## src/rtl/symbol_encoder.sv

```systemverilog
// symbol_encoder: push-button front end for the symbol-sequence FSM.
// Synchronises and debounces three raw buttons, resolves simultaneous presses
// by priority (C > B > A) and emits exactly one 2-bit symbol code per press.
// The code is held on X1/X0 for HOLD_CYCLES clocks and then returns to 00.
module symbol_encoder #(
  parameter int DEBOUNCE_CYCLES = 4,
  parameter int HOLD_CYCLES     = 1
) (
  input  logic clk,
  input  logic reset,
  input  logic btn_a,
  input  logic btn_b,
  input  logic btn_c,
  output logic X1,
  output logic X0,
  output logic busy
);

  typedef enum logic [1:0] {
    IDLE     = 2'd0,
    DEBOUNCE = 2'd1,
    EMIT     = 2'd2,
    RELEASE  = 2'd3
  } state_t;

  // Terminal counts: debounce/release accept on the Nth matching sample;
  // hold counter starts at 1 on entry to EMIT.
  localparam logic [7:0] DB_LAST   = 8'(DEBOUNCE_CYCLES - 1);
  localparam logic [7:0] HOLD_LAST = 8'(HOLD_CYCLES);

  logic [2:0] sync_p0;
  logic [2:0] sync_p1;
  logic [1:0] sym;
  state_t     state;
  logic [7:0] cnt;
  logic [7:0] hcnt;
  logic [1:0] cap;
  logic [1:0] code;

  // Priority encoder: bit 2 = C, bit 1 = B, bit 0 = A.
  function automatic logic [1:0] prio_enc(input logic [2:0] b);
    logic [1:0] r;
    if (b[2])      r = 2'b11;
    else if (b[1]) r = 2'b10;
    else if (b[0]) r = 2'b01;
    else           r = 2'b00;
    return r;
  endfunction

  // Stage p0/p1: two-flop synchroniser for the asynchronous buttons.
  always_ff @(posedge clk) begin
    if (!reset) begin
      sync_p0 <= 3'b000;
      sync_p1 <= 3'b000;
    end else begin
      sync_p0 <= {btn_c, btn_b, btn_a};
      sync_p1 <= sync_p0;
    end
  end

  assign sym = prio_enc(sync_p1);

  // Debounce / emit / release FSM with registered code and busy outputs.
  always_ff @(posedge clk) begin
    if (!reset) begin
      state <= IDLE;
      cnt   <= 8'd0;
      hcnt  <= 8'd0;
      cap   <= 2'b00;
      code  <= 2'b00;
      busy  <= 1'b0;
    end else begin
      case (state)
        IDLE: begin
          if (sym != 2'b00) begin
            cap   <= sym;
            cnt   <= 8'd1;
            state <= DEBOUNCE;
            busy  <= 1'b1;
          end
        end
        DEBOUNCE: begin
          if (sym == 2'b00) begin
            // Short press or bounce: abandon without emitting.
            state <= IDLE;
            busy  <= 1'b0;
          end else if (sym != cap) begin
            // A different (e.g. higher-priority) code restarts debounce.
            cap <= sym;
            cnt <= 8'd1;
          end else if (cnt == DB_LAST) begin
            code  <= cap;
            hcnt  <= 8'd1;
            state <= EMIT;
          end else begin
            cnt <= cnt + 8'd1;
          end
        end
        EMIT: begin
          // Inputs are ignored here so the code never changes mid-hold.
          if (hcnt == HOLD_LAST) begin
            code  <= 2'b00;
            cnt   <= 8'd0;
            state <= RELEASE;
          end else begin
            hcnt <= hcnt + 8'd1;
          end
        end
        RELEASE: begin
          // Wait for a debounced release so a held button emits only once.
          if (sym != 2'b00) begin
            cnt <= 8'd0;
          end else if (cnt == DB_LAST) begin
            state <= IDLE;
            busy  <= 1'b0;
          end else begin
            cnt <= cnt + 8'd1;
          end
        end
        default: begin
          state <= IDLE;
          code  <= 2'b00;
          busy  <= 1'b0;
        end
      endcase
    end
  end

  assign X1 = code[1];
  assign X0 = code[0];

endmodule
```

## config.mk

```make
export PLATFORM = sky130hd
export DESIGN_NAME = symbol_encoder
export DESIGN_NICKNAME = d
export VERILOG_FILES = /design/src/rtl/symbol_encoder.sv
export SDC_FILE = /design/constraint.sdc
export NUM_CORES = 1
export LEC_CHECK = 0
export CAP_MARGIN = 20
export CORE_MARGIN = 2
export CORE_UTILIZATION = 65
export CTS_BUF_LIST = sky130_fd_sc_hd__clkbuf_8
export DETAILED_ROUTE_END_ITERATION = 6
export DONT_BUFFER_PORTS = 1
export PLACE_DENSITY = 0.88
export SETUP_SLACK_MARGIN = 0.1
export SLEW_MARGIN = 40
export SYNTH_ARGS = -nofsm -noshare
export SYNTH_HDL_FRONTEND = slang
export SYNTH_SLANG_ARGS = --single-unit
export TNS_END_PERCENT = 100
```

## constraint.sdc

```tcl
create_clock -name clk -period 2.4 [get_ports clk]
set_clock_uncertainty 0.2 [all_clocks]
set_input_delay 0.48 -clock clk [delete_from_list [all_inputs] [get_ports clk]]
set_output_delay 0.48 -clock clk [all_outputs]
set_load 0.03 [all_outputs]
```

-- After elaboration in Yosys (flattened, before gate mapping)
Cells that the tools add are included.
- word-level logic and storage cells: 77
- output and inout bits: 3
- flip-flop bits (word level): 29
- input port bits: 5
- multiplexer cells: 37
- $add $sub $neg: 2
- reduce and logical (&&, ||, !) cells: 12
- equality and inequality tests: 18
- operators by type and width (kind ; number):
    two-way mux 8 bit ; 10
    two-way mux 2 bit ; 16
    case mux 8 bit (4 select lines) ; 1
    inequality test 2 bit (second input constant) ; 10
    adder 8 x 1 -> 8 bit (second input constant) ; 2
    case mux 8 bit (2 select lines) ; 1
    AND reduction 5 bit ; 3
    == test 8 x 1 -> 1 bit (second input constant) ; 1
    == test 8 x 2 -> 1 bit (second input constant) ; 1
    case mux 2 bit (2 select lines) ; 2
    case mux 2 bit (4 select lines) ; 1
    inequality test 3 bit (second input constant) ; 2
    AND reduction 6 bit ; 1
    nonzero test 2 bit ; 3
    two-way mux 1 bit ; 5
    == test 2 bit (second input constant) ; 2
    logical NOT 2 bit ; 2
    AND reduction 4 bit ; 1
    case mux 1 bit (3 select lines) ; 1
    AND reduction 3 bit ; 1
    nonzero test 3 bit ; 1
    == test 2 x 1 -> 1 bit (second input constant) ; 1
    inequality test 2 bit ; 1

-- Logic depth before layout (Yosys ltp)
- depth after elaboration: 7
- gate-level depth with buffers: 8
- depth with buffers taken out: 7

-- Worst setup path before layout
OpenSTA, ideal clock, no wires.
- kind: reg2reg
- start: register hcnt[0]
- end: register cnt[4]
- slack: 199 ps
- buffers on the path: 1
- period minus slack after synthesis: 2201 ps
- stages on the path, launching flop included: 8
- arrival: 1885 ps
- setup time: 117 ps
- data required time: 2083 ps
- cell sequence: dfxtp_1 > ha_1 > or4b_1 > o41a_1 > buf_6 > o21ai_4 > o21ai_1 > a22o_1
- longest elaborated chain between the ends: 3
- ends and longest elaborated chain (what ; line ; RTL):
    from (decl) ; 36 ; logic [7:0] hcnt;
    from (signal assigned) ; 106 ; hcnt <= hcnt + 8'd1;
    == test 8 x 1 -> 1 bit ; 101 ; if (hcnt == HOLD_LAST) begin
    inequality test 2 bit (no line) ; n/a ;
    AND reduction 3 bit (no line) ; n/a ;
    to (signal assigned) ; 96 ; cnt <= cnt + 8'd1;
    to (signal assigned) ; 117 ; cnt <= cnt + 8'd1;
    to (decl) ; 35 ; logic [7:0] cnt;
Every way passes these cells.
A chain may end at the register's enable or synchronous reset.

-- Worst setup path after layout
- start: register hcnt[1]
- end: register cnt[1]
Same word-level chain as after synthesis.

==> flow_summary.toml <==
[floorplanning]
start_util_pct = 70.69
die_x_um = 50.66
die_h_um = 50.66
ios = 8
die_area_mm2 = 0.002566
rows = 16
fp.coreArea_mm2 = 0.002002

[synth]
ys_seq_area_share_pct = 41.03
synthTopCellsByArea = "dfxtp_1 41%, nor2_1 4.2%, nand2_1 3.7%, xor2_1 3.1%, o21ai_0 2.8%"
yosysTopAreaCellShare_pct = 41.03
synth.distinct_cells = 47
syn_area_mm2 = 0.001415
ys_warn_count = 0
synth_mux_area_share_pct = 0
synth_xor_area_share_pct = 3.714
ys_ff_latch = 29
synth_top_cell_by_area = "dfxtp_1"
synth_top_flop_cell = "dfxtp_1"
synth_nets = 166
synth_edf_count = 0
synth-compound-area-share_pct = 20.78
synthAdderAreaFrac_pct = 2.653
synthSimpleGateAreaFrac_pct = 28.38
synth_top_family_by_area = "simple AND/OR/NAND/NOR gates"
syn_inst = 158
synth.most_common_cell = "dfxtp_1"
async_flop_share_pct = 0
synth_common_cells = "29 x dfxtp_1, 16 x nor2_1, 14 x nand2_1"
synth.avg_cell_area_um2 = 8.956

[cells_and_area]
num_antenna_cells = 0
finalInstanceArea_mm2 = 0.001628
stdcell_count = 196
nets = 176
area_delta_synth_final_pct = 15.03
drive_gt1_share_pct = 20.71
fin_util_pct = 81.31

[power]
p_clk_share_pct = 39.2
switching_share_pct = 25.63
intPower_mw = 0.7211
switchingPower_mw = 0.2485
comb_power_share_pct = 8.0
power_density_mw_per_mm2 = 595.6
p_total_mw = 0.9696
max-vdd-ir-drop_mv = 0.6432
p_seq_share_pct = 52.8
leakagePower_nw = 0.6329

[critical_path]
r2r_cells = 7
critPathLaunchType = "flop"
end_kind = "flop"
cp_slowest_cell = "or4b_4"
regToRegStartpoint = "hcnt[1]"
required_ps = 2370
critPathMaxStageDelay_ps = 450
crit_start = "hcnt[1]"
cp_data_arrival_time_ps = 2210
crit_end = "cnt[1]"
rr_endpoint = "cnt[1]"
worstSetupPathType = "reg -> reg"
crit_fanout = 7
cp_cell_sequence = "inv_2 > ha_4 > or4b_4 > o41a_1 > o21ai_4 > o21ai_1 > a32o_1"
reg2reg_slack_ps = 160

[global_routing]
grt_pass1_vias = 1113
grt_pass1_wl_um = 5016
grt_max_degree = 16
antenna_found_initial = 0
groute.usage.overall_pct = 26.70
overflow = 0

[timing]
period_share_pct = 93.26
period_minus_slack_ps = 2238
tightest_slew_ps = 651.5
rsz0062_at_grt = "true"
drv_slew = 0
tns_ps = 0
max-slew-margin-rel_pct = 56.49
hold_viol = 0
setup_viol = 0
max_freq_mhz = 446.8

[clocking]
path_clk_slew_ps = 60
htree_levels = 2
clock_path_buffers = 2
cts_buffers = 5
cts.sinks = 29
cts-root-buf = "clkbuf_8"
clk_latency_ps = 280
cts_tree = "done"

[flow_run]
maxCapViolCount = 0

[drt]
viasPerCell = 6.321
wirelength_um = 3058
firstDrtPassIters = 4
drc = 0
wl_per_cell_um = 15.60
drtIter0Drc = 41
ant_nets = 0
num_vias = 1239

[placement]
place_hpwl_um = 1983
port_buffers = 0
gp_congestion = 0.8874
dp.cells = 183
dpl_cell_area_mm2 = 0.001445

[outcome]
status = "finished clean"

[min_path]
hp-class = "in -> reg"
==> cell usage in the layout (no fill, tap or decap), drive strengths merged, types with 2 or more instances in the layout <==
cell type	Yosys	final
inv	6	7
a22o	2	2
nand3	5	5
ha	3	3
nor2b	2	2
and3	4	4
a21oi	6	6
clkbuf	4	5
nand2	14	14
o21ai	14	14
a211oi	2	2
a21o	3	3
nand4	4	4
nor4	3	3
buf	1	8
nor4b	2	2
nor2	16	16
nor3	3	3
dfxtp	29	29
clkinv	0	2
and2	6	6
a21boi	2	2
or4	2	2
or4b	3	3
xor2	5	5
==> how the worst min path moves through the flow <==
stage	end	cells past startpoint	slack [ps]	start
floorplan	sync_p1[0]	1	210	sync_p0[0]
global placement	sync_p1[2]	1	210	sync_p0[2]
detailed placement	sync_p1[2]	1	220	sync_p0[2]
CTS	sync_p0[1]	1	110	reset
global route	sync_p0[2]	1	100	reset
finish	sync_p0[1]	1	110	reset
==> power by group through the flow <==
stage	clock (mW)	combinational (mW)	sequential [mW]
CTS	0.387	0.0732	0.510
detailed placement	0	0.0723	0.522
global route	0.406	0.0875	0.513
floorplan	0	0.0639	0.516
finish	0.381	0.0774	0.512
global placement	0	0.0696	0.521
==> per-layer routing <==
layer | GRT usage (%) | routed length (um) | vias up
met5 | 0 | 0 | -
met4 | 10.36 | 24 | 0
met3 | 11.01 | 164 | 6
met2 | 41.67 | 1496 | 37
met1 | 32.77 | 1372 | 599
li1 | - | - | 597
==> timing repair <==
action,4_1_cts,5_1_grt
cloned,0,0
gates resized for setup,9,12
setup endpoints to repair,6,16
hold buffers,0,0
buffers inserted,2,3
pin swaps,4,12
==> registers in the layout, indices dropped and copies added, names as in the netlist, named ones only <==
register / flops
busy: 1
cap: 2
cnt: 8
code: 2
hcnt: 8
state: 1
sync_p0: 3
sync_p1: 3
==> layout make-up <==
type,count,area (um^2)
Clock buffer,5,68.82
Clock inverter,3,13.76
Fill cell,122,374.1
Inverter,6,22.52
Multi-Input combinational cell,118,838.3
Sequential cell,29,590.6
Tap cell,27,33.78
Timing Repair Buffer,8,60.06
==> through the flow <==
stage / hold WS, ps / worst slack, ps
detailed placement: 219.8 / 81.83
global route: 103.2 / 74.09
finish: 113.9 / 161.8
CTS: 108.4 / 100.2
global placement: 214.2 / 165.2
floorplan: 211.9 / 198.6
==> cell families (layout without fill, tap and decap cells) <==
group,Yosys count,count (layout)
simple gates,70,70
compound gates,39,39
flops,29,29
buf+inv,11,22
xor+xnor,6,6
fa+ha+maj,3,3
==> worst max-delay path, delay by kind of cell, from the launching register on <==
kind            cells  cell delay (ps)
buf+inv             1               60
compound gates      4              980
fa+ha+maj           1              110
flops               1              320
simple gates        1              450
Note: power is estimated with default switching activity, not from simulation.
